[src/rtl/dig_pkg.sv]
// rtl/dig_pkg.sv - shared state encoding and channel limits for the dump sequencer
package dig_pkg;

    typedef enum logic [2:0] {
        IDLE,
        READ,
        LOAD,
        WAIT,
        FIN
    } dump_state_t;

    localparam logic [2:0] CH_MIN = 3'd1;
    localparam logic [2:0] CH_MAX = 3'd5;

    function automatic logic ch_ok(input logic [2:0] ch);
        return (ch >= CH_MIN) && (ch <= CH_MAX);
    endfunction

endpackage

[src/rtl/dump_addr_ctr.sv]
// rtl/dump_addr_ctr.sv - modulo-ENTRIES read address with a sample counter flagging the final byte
module dump_addr_ctr #(
    parameter int ENTRIES = 384,
    parameter int LOG2    = 9
) (
    input  logic            clk,
    input  logic            rst,
    input  logic            ld,
    input  logic [LOG2-1:0] ld_addr,
    input  logic            inc,
    output logic [LOG2-1:0] addr,
    output logic            last
);

    localparam logic [LOG2-1:0] ADDR_MAX = LOG2'(ENTRIES - 1);
    localparam logic [LOG2:0]   CNT_MAX  = (LOG2 + 1)'(ENTRIES - 1);

    logic [LOG2:0] count;

    always_ff @(posedge clk) begin
        if (rst) begin
            addr  <= '0;
            count <= '0;
        end else if (ld) begin
            addr  <= ld_addr;
            count <= '0;
        end else if (inc) begin
            count <= count + 1'b1;
            // ENTRIES need not be a power of two, so wrap explicitly
            addr  <= (addr == ADDR_MAX) ? '0 : addr + 1'b1;
        end
    end

    assign last = (count == CNT_MAX);

endmodule

[src/rtl/dump_ctrl.sv]
// rtl/dump_ctrl.sv - walks one channel RAM oldest-first and hands each byte to the UART
module dump_ctrl
    import dig_pkg::*;
#(
    parameter int ENTRIES = 384,
    parameter int LOG2    = 9
) (
    input  logic            clk,
    input  logic            rst,
    input  logic            start,
    input  logic [2:0]      ch_sel,
    input  logic [LOG2-1:0] start_addr,
    input  logic            abort,
    input  logic [7:0]      rdataCH1,
    input  logic [7:0]      rdataCH2,
    input  logic [7:0]      rdataCH3,
    input  logic [7:0]      rdataCH4,
    input  logic [7:0]      rdataCH5,
    input  logic            resp_sent,
    output logic [LOG2-1:0] raddr,
    output logic [7:0]      resp,
    output logic            send_resp,
    output logic            busy,
    output logic            done,
    output logic            err
);

    localparam logic [LOG2:0] ENTRIES_W = (LOG2 + 1)'(ENTRIES);

    dump_state_t state;
    logic [2:0]  ch_q;
    logic [7:0]  rdata_sel;
    logic        start_ok;
    logic        ld;
    logic        inc;
    logic        last;

    assign start_ok = ch_ok(ch_sel) && ({1'b0, start_addr} < ENTRIES_W);
    assign ld       = (state == IDLE) && start && start_ok;
    // abort beats a coincident resp_sent, and the final byte leaves raddr on its address
    assign inc      = (state == WAIT) && resp_sent && !abort && !last;

    dump_addr_ctr #(
        .ENTRIES (ENTRIES),
        .LOG2    (LOG2)
    ) u_ctr (
        .clk     (clk),
        .rst     (rst),
        .ld      (ld),
        .ld_addr (start_addr),
        .inc     (inc),
        .addr    (raddr),
        .last    (last)
    );

    always_comb begin
        rdata_sel = 8'h00;
        case (ch_q)
            3'd1:    rdata_sel = rdataCH1;
            3'd2:    rdata_sel = rdataCH2;
            3'd3:    rdata_sel = rdataCH3;
            3'd4:    rdata_sel = rdataCH4;
            3'd5:    rdata_sel = rdataCH5;
            default: rdata_sel = 8'h00;
        endcase
    end

    always_ff @(posedge clk) begin
        if (rst) begin
            state     <= IDLE;
            ch_q      <= 3'd0;
            resp      <= 8'h00;
            send_resp <= 1'b0;
            busy      <= 1'b0;
            done      <= 1'b0;
            err       <= 1'b0;
        end else begin
            send_resp <= 1'b0;
            done      <= 1'b0;
            err       <= 1'b0;
            if (state != IDLE && abort) begin
                state <= IDLE;
                busy  <= 1'b0;
            end else begin
                case (state)
                    IDLE: begin
                        if (start) begin
                            if (start_ok) begin
                                ch_q  <= ch_sel;
                                state <= READ;
                                busy  <= 1'b1;
                            end else begin
                                err <= 1'b1;
                            end
                        end
                    end
                    READ: state <= LOAD;
                    LOAD: begin
                        resp      <= rdata_sel;
                        send_resp <= 1'b1;
                        state     <= WAIT;
                    end
                    WAIT: begin
                        if (resp_sent) begin
                            state <= last ? FIN : READ;
                        end
                    end
                    FIN: begin
                        done  <= 1'b1;
                        busy  <= 1'b0;
                        state <= IDLE;
                    end
                    default: begin
                        state <= IDLE;
                        busy  <= 1'b0;
                    end
                endcase
            end
        end
    end

endmodule

[config.mk]
export PLATFORM = sky130hd
export DESIGN_NAME = dump_ctrl
export DESIGN_NICKNAME = d
export VERILOG_FILES = /design/src/rtl/dig_pkg.sv /design/src/rtl/dump_addr_ctr.sv /design/src/rtl/dump_ctrl.sv
export SDC_FILE = /design/constraint.sdc
export NUM_CORES = 1
export LEC_CHECK = 0
export CAP_MARGIN = 20
export CORE_MARGIN = 5
export CORE_UTILIZATION = 29
export CTS_CLUSTER_SIZE = 8
export DETAILED_ROUTE_END_ITERATION = 10
export GPL_TIMING_DRIVEN = 0
export PLACE_DENSITY = 0.67
export SYNTH_ARGS = -nofsm -noshare
export SYNTH_HDL_FRONTEND = slang
export SYNTH_HIERARCHICAL = 1
export SYNTH_SLANG_ARGS = --single-unit
[constraint.sdc]
create_clock -name clk -period 2.1 [get_ports clk]
set_input_delay 0.42 -clock clk [delete_from_list [all_inputs] [get_ports clk]]
set_output_delay 0.42 -clock clk [all_outputs]
set_load 0.01 [all_outputs]
==> metrics.yaml, run 1 <==
run_status:
  status: "complete, no violations"
synthesis:
  syn_area_mm2: 0.00200
  synth_cell_types: 52
  ys_seq_area_share_pct: 37.1
  yosysWarnings: 6
  avgSynthCellArea_um2: 9.00
  syn_nets: 281
  async_flop_share_pct: 0
  postSynthCellCount: 222
  synth_edf_count: 0
  synth_ff_type: "dfxtp_1"
  ys_seq_elements: 37
place:
  place_ws_ns: -0.739
  place_inst: 378
  io_buffers: 76
  routabilityCongestion: 0.785
  hpwlAfterDp_mm: 4.55
  place_area_mm2: 0.00286
sta:
  max_freq_mhz: 503
  setup_viol: 0
  finClkSkew_ns: 0.0111
  slew_violations: 0
  worst_pin_slew_ns: 0.644
  worst_slack_ns: 0.112
  finalCriticalPeriod_ns: 1.99
  relSlewSlack_pct: 56.5
  period_share_pct: 94.6
  hold_viol: 0
power:
  p_sw_share_pct: 28.7
  internal-power_uw: 1170
  power.density_mw_per_mm2: 530
  seqPwrFrac_pct: 45.7
  vdd_drop_max_mv: 0.280
  p_clk_share_pct: 31.2
  combPwrFrac_pct: 23.0
  p_leak_uw: 0.00106
  switchingPower_uw: 470
final_layout:
  layout_common_cells: "clkdlybuf4s50_1, dfxtp_1, nor2_1, nand2_1, xor2_1"
  diodes: 0
  stdcell_area_mm2: 0.00309
  fin_nets: 371
  syn2layout_area_growth_pct: 54.7
  stdcell_count: 393
  final_common_cell: "clkdlybuf4s50_1"
  multi_input_area_mm2: 0.00123
  drive_gt1_share_pct: 14.1
  seqCellArea_um2: 746
  fillers: 664
cts:
  hold_buffers: 0
  clk_pin_slew_worst_paths_ns: 0.08
  cts_tree: "built"
  clock-sinks: 37
  clockRootBuffer: "clkbuf_8"
  clkLatencyLatePin_ns: 0.30
  h-tree-depth: 2
  numCtsBuffers: 5
  clockBufferDepth: 2
drt:
  final_antenna_net_count: 0
  topRoutingLayerUsed: "met4"
  routed_wl_mm: 6.32
  wl_per_cell_um: 16.1
  via_per_inst: 5.30
  met3_length_um: 553
  firstDrtPassIters: 4
  drt-initial-drc-count: 67
  m1WireLength_mm: 2.88
  dr_total_vias: 2084
  drc: 0
  dr_wl_met2_mm: 2.78
global_routing:
  grt_pass1_vias: 2033
  overflow: 0
  grt_max_degree: 13
  grt_pass1_wl_mm: 9.53
  track_usage_pct: 13.8
  antenna_found_initial: 0
critical_path:
  crit_type: "flop to flop"
  arrival_ns: 2.24
  r2r_start: "u_ctr/count[5]"
  worstPathRequired_ns: 2.35
  worstSetupStartpointType: "flop"
  critical_path.max_fanout: 6
  setup.worst_path.start: "u_ctr/count[5]"
  end_kind: "flop"
floorplan:
  dieArea_mm2: 0.00865
  die_w_um: 93.0
  ios: 78
  rows: 30
  initial_core_util_pct: 29.6
  die_h_um: 93.0
  core_mm2: 0.00676
run:
  drv_cap: 0
hold_path:
  hold_class: "input pin to flop"
  hp-start: "rst"
## path summary, 6_finish.rpt
kind / depth (start not counted) / slack [ns] / end
worst min-delay path: 2 / 0.42 / u_ctr/addr[4]
worst max register to register: 8 / 0.11 / u_ctr/addr[0]
worst min register to register: 1 / 0.47 / resp[2]
worst max-delay path: 8 / 0.11 / u_ctr/addr[0]
## critical path, stage by stage, from the launching register on
cell     delay (ns)
dfxtp_1        0.33
and4_4         0.21
and4_4         0.19
nor4_4         0.38
buf_6          0.19
inv_2          0.04
a311o_1        0.35
o21a_1         0.18
nor2_1         0.07
## flip-flops by register name, indices dropped and copies added, names as in the netlist
name / cells
u_ctr/count: 10
u_ctr/addr: 9
resp: 8
ch_q: 3
state: 3
busy: 1
done: 1
err: 1
send_resp: 1
## metal layers
| metal | vias up | track usage, % |
|---|---|---|
| met5 | - | 0 |
| met4 | 0 | 5.62 |
| met3 | 10 | 4.59 |
| met2 | 85 | 22.3 |
| li1 | 1022 | - |
| met1 | 967 | 16.9 |
## synthesized netlist by cell type (all sizes together), types with 4 or more instances
cell,number,area share [%]
a21oi,7,1.8
a221o,8,4.0
a32o,8,4.0
and3,4,1.5
buf,7,1.7
clkbuf,8,1.5
dfxtp,37,37
inv,5,0.94
mux2i,9,4.5
nand2,13,2.4
nand3,8,2.0
nand3b,8,3.0
nand4,4,1.3
nor2,22,4.1
nor2b,4,1.3
nor3,6,1.5
o211ai,8,3.0
xor2,11,4.8
## cells by family (layout without fill, tap and decap cells)
family | after synthesis | count (layout) | share of synthesized area (%)
buffers and inverters | 20 | 111 | 4.13
flip-flops | 37 | 37 | 37.1
multiplexers | 9 | 9 | 4.51
adder cells (fa/ha/maj) | 2 | 2 | 1.25
AO/OA/AOI/OAI | 55 | 55 | 23.0
XOR/XNOR | 14 | 14 | 6.14
AND/OR/NAND/NOR | 85 | 85 | 23.9
## power groups by stage
| stage | clock network (uW) | registers, uW | logic (uW) |
|---|---|---|---|
| global placement | 0 | 765 | 349 |
| finish | 511 | 749 | 377 |
| detailed placement | 0 | 765 | 350 |
| global route | 544 | 753 | 406 |
| floorplan | 0 | 768 | 161 |
| CTS | 525 | 749 | 363 |
## layout make-up
class | instances | share of cell area (%)
clock inverters | 3 | 0.567
multi-input cells | 165 | 40.0
inverters | 5 | 0.607
clock buffers | 5 | 2.23
well taps | 80 | 3.24
repair buffers | 83 | 26.7
plain buffers | 15 | 2.55
flip-flops and latches | 37 | 24.1
## repair_timing
| item | 4_1_cts | 5_1_grt |
|---|---|---|
| pin swaps | 1 | 5 |
| setup endpoints to repair | 19 | 13 |
| resized for setup | 10 | 18 |
| buffers inserted | 1 | 6 |
## through the flow
step                      total power, uW  setup TNS (ns)  hold slack [ns]  utilization [%]
after floorplan                       930               0            0.472                -
after global placement               1110          -12.59            0.447             42.3
after detailed placement             1120          -12.64            0.455             42.3
after CTS                            1640               0            0.405             44.3
after global routing                 1700        -0.00129            0.438             45.7
final                                1640               0            0.424             45.7
Power figures use the tool's default switching activity.
==> inputs of run 2 (changes only) <==
--- a/config.mk
+++ b/config.mk
@@ -11,6 +11,7 @@
 export CTS_CLUSTER_SIZE = 8
 export DETAILED_ROUTE_END_ITERATION = 10
 export GPL_TIMING_DRIVEN = 0
+export HOLD_SLACK_MARGIN = 0.05
 export PLACE_DENSITY = 0.67
 export SYNTH_ARGS = -nofsm -noshare
 export SYNTH_HDL_FRONTEND = slang
==> results of run 2 <==
Same layout as run 1: the final DEF is identical, and so are final timing and power.
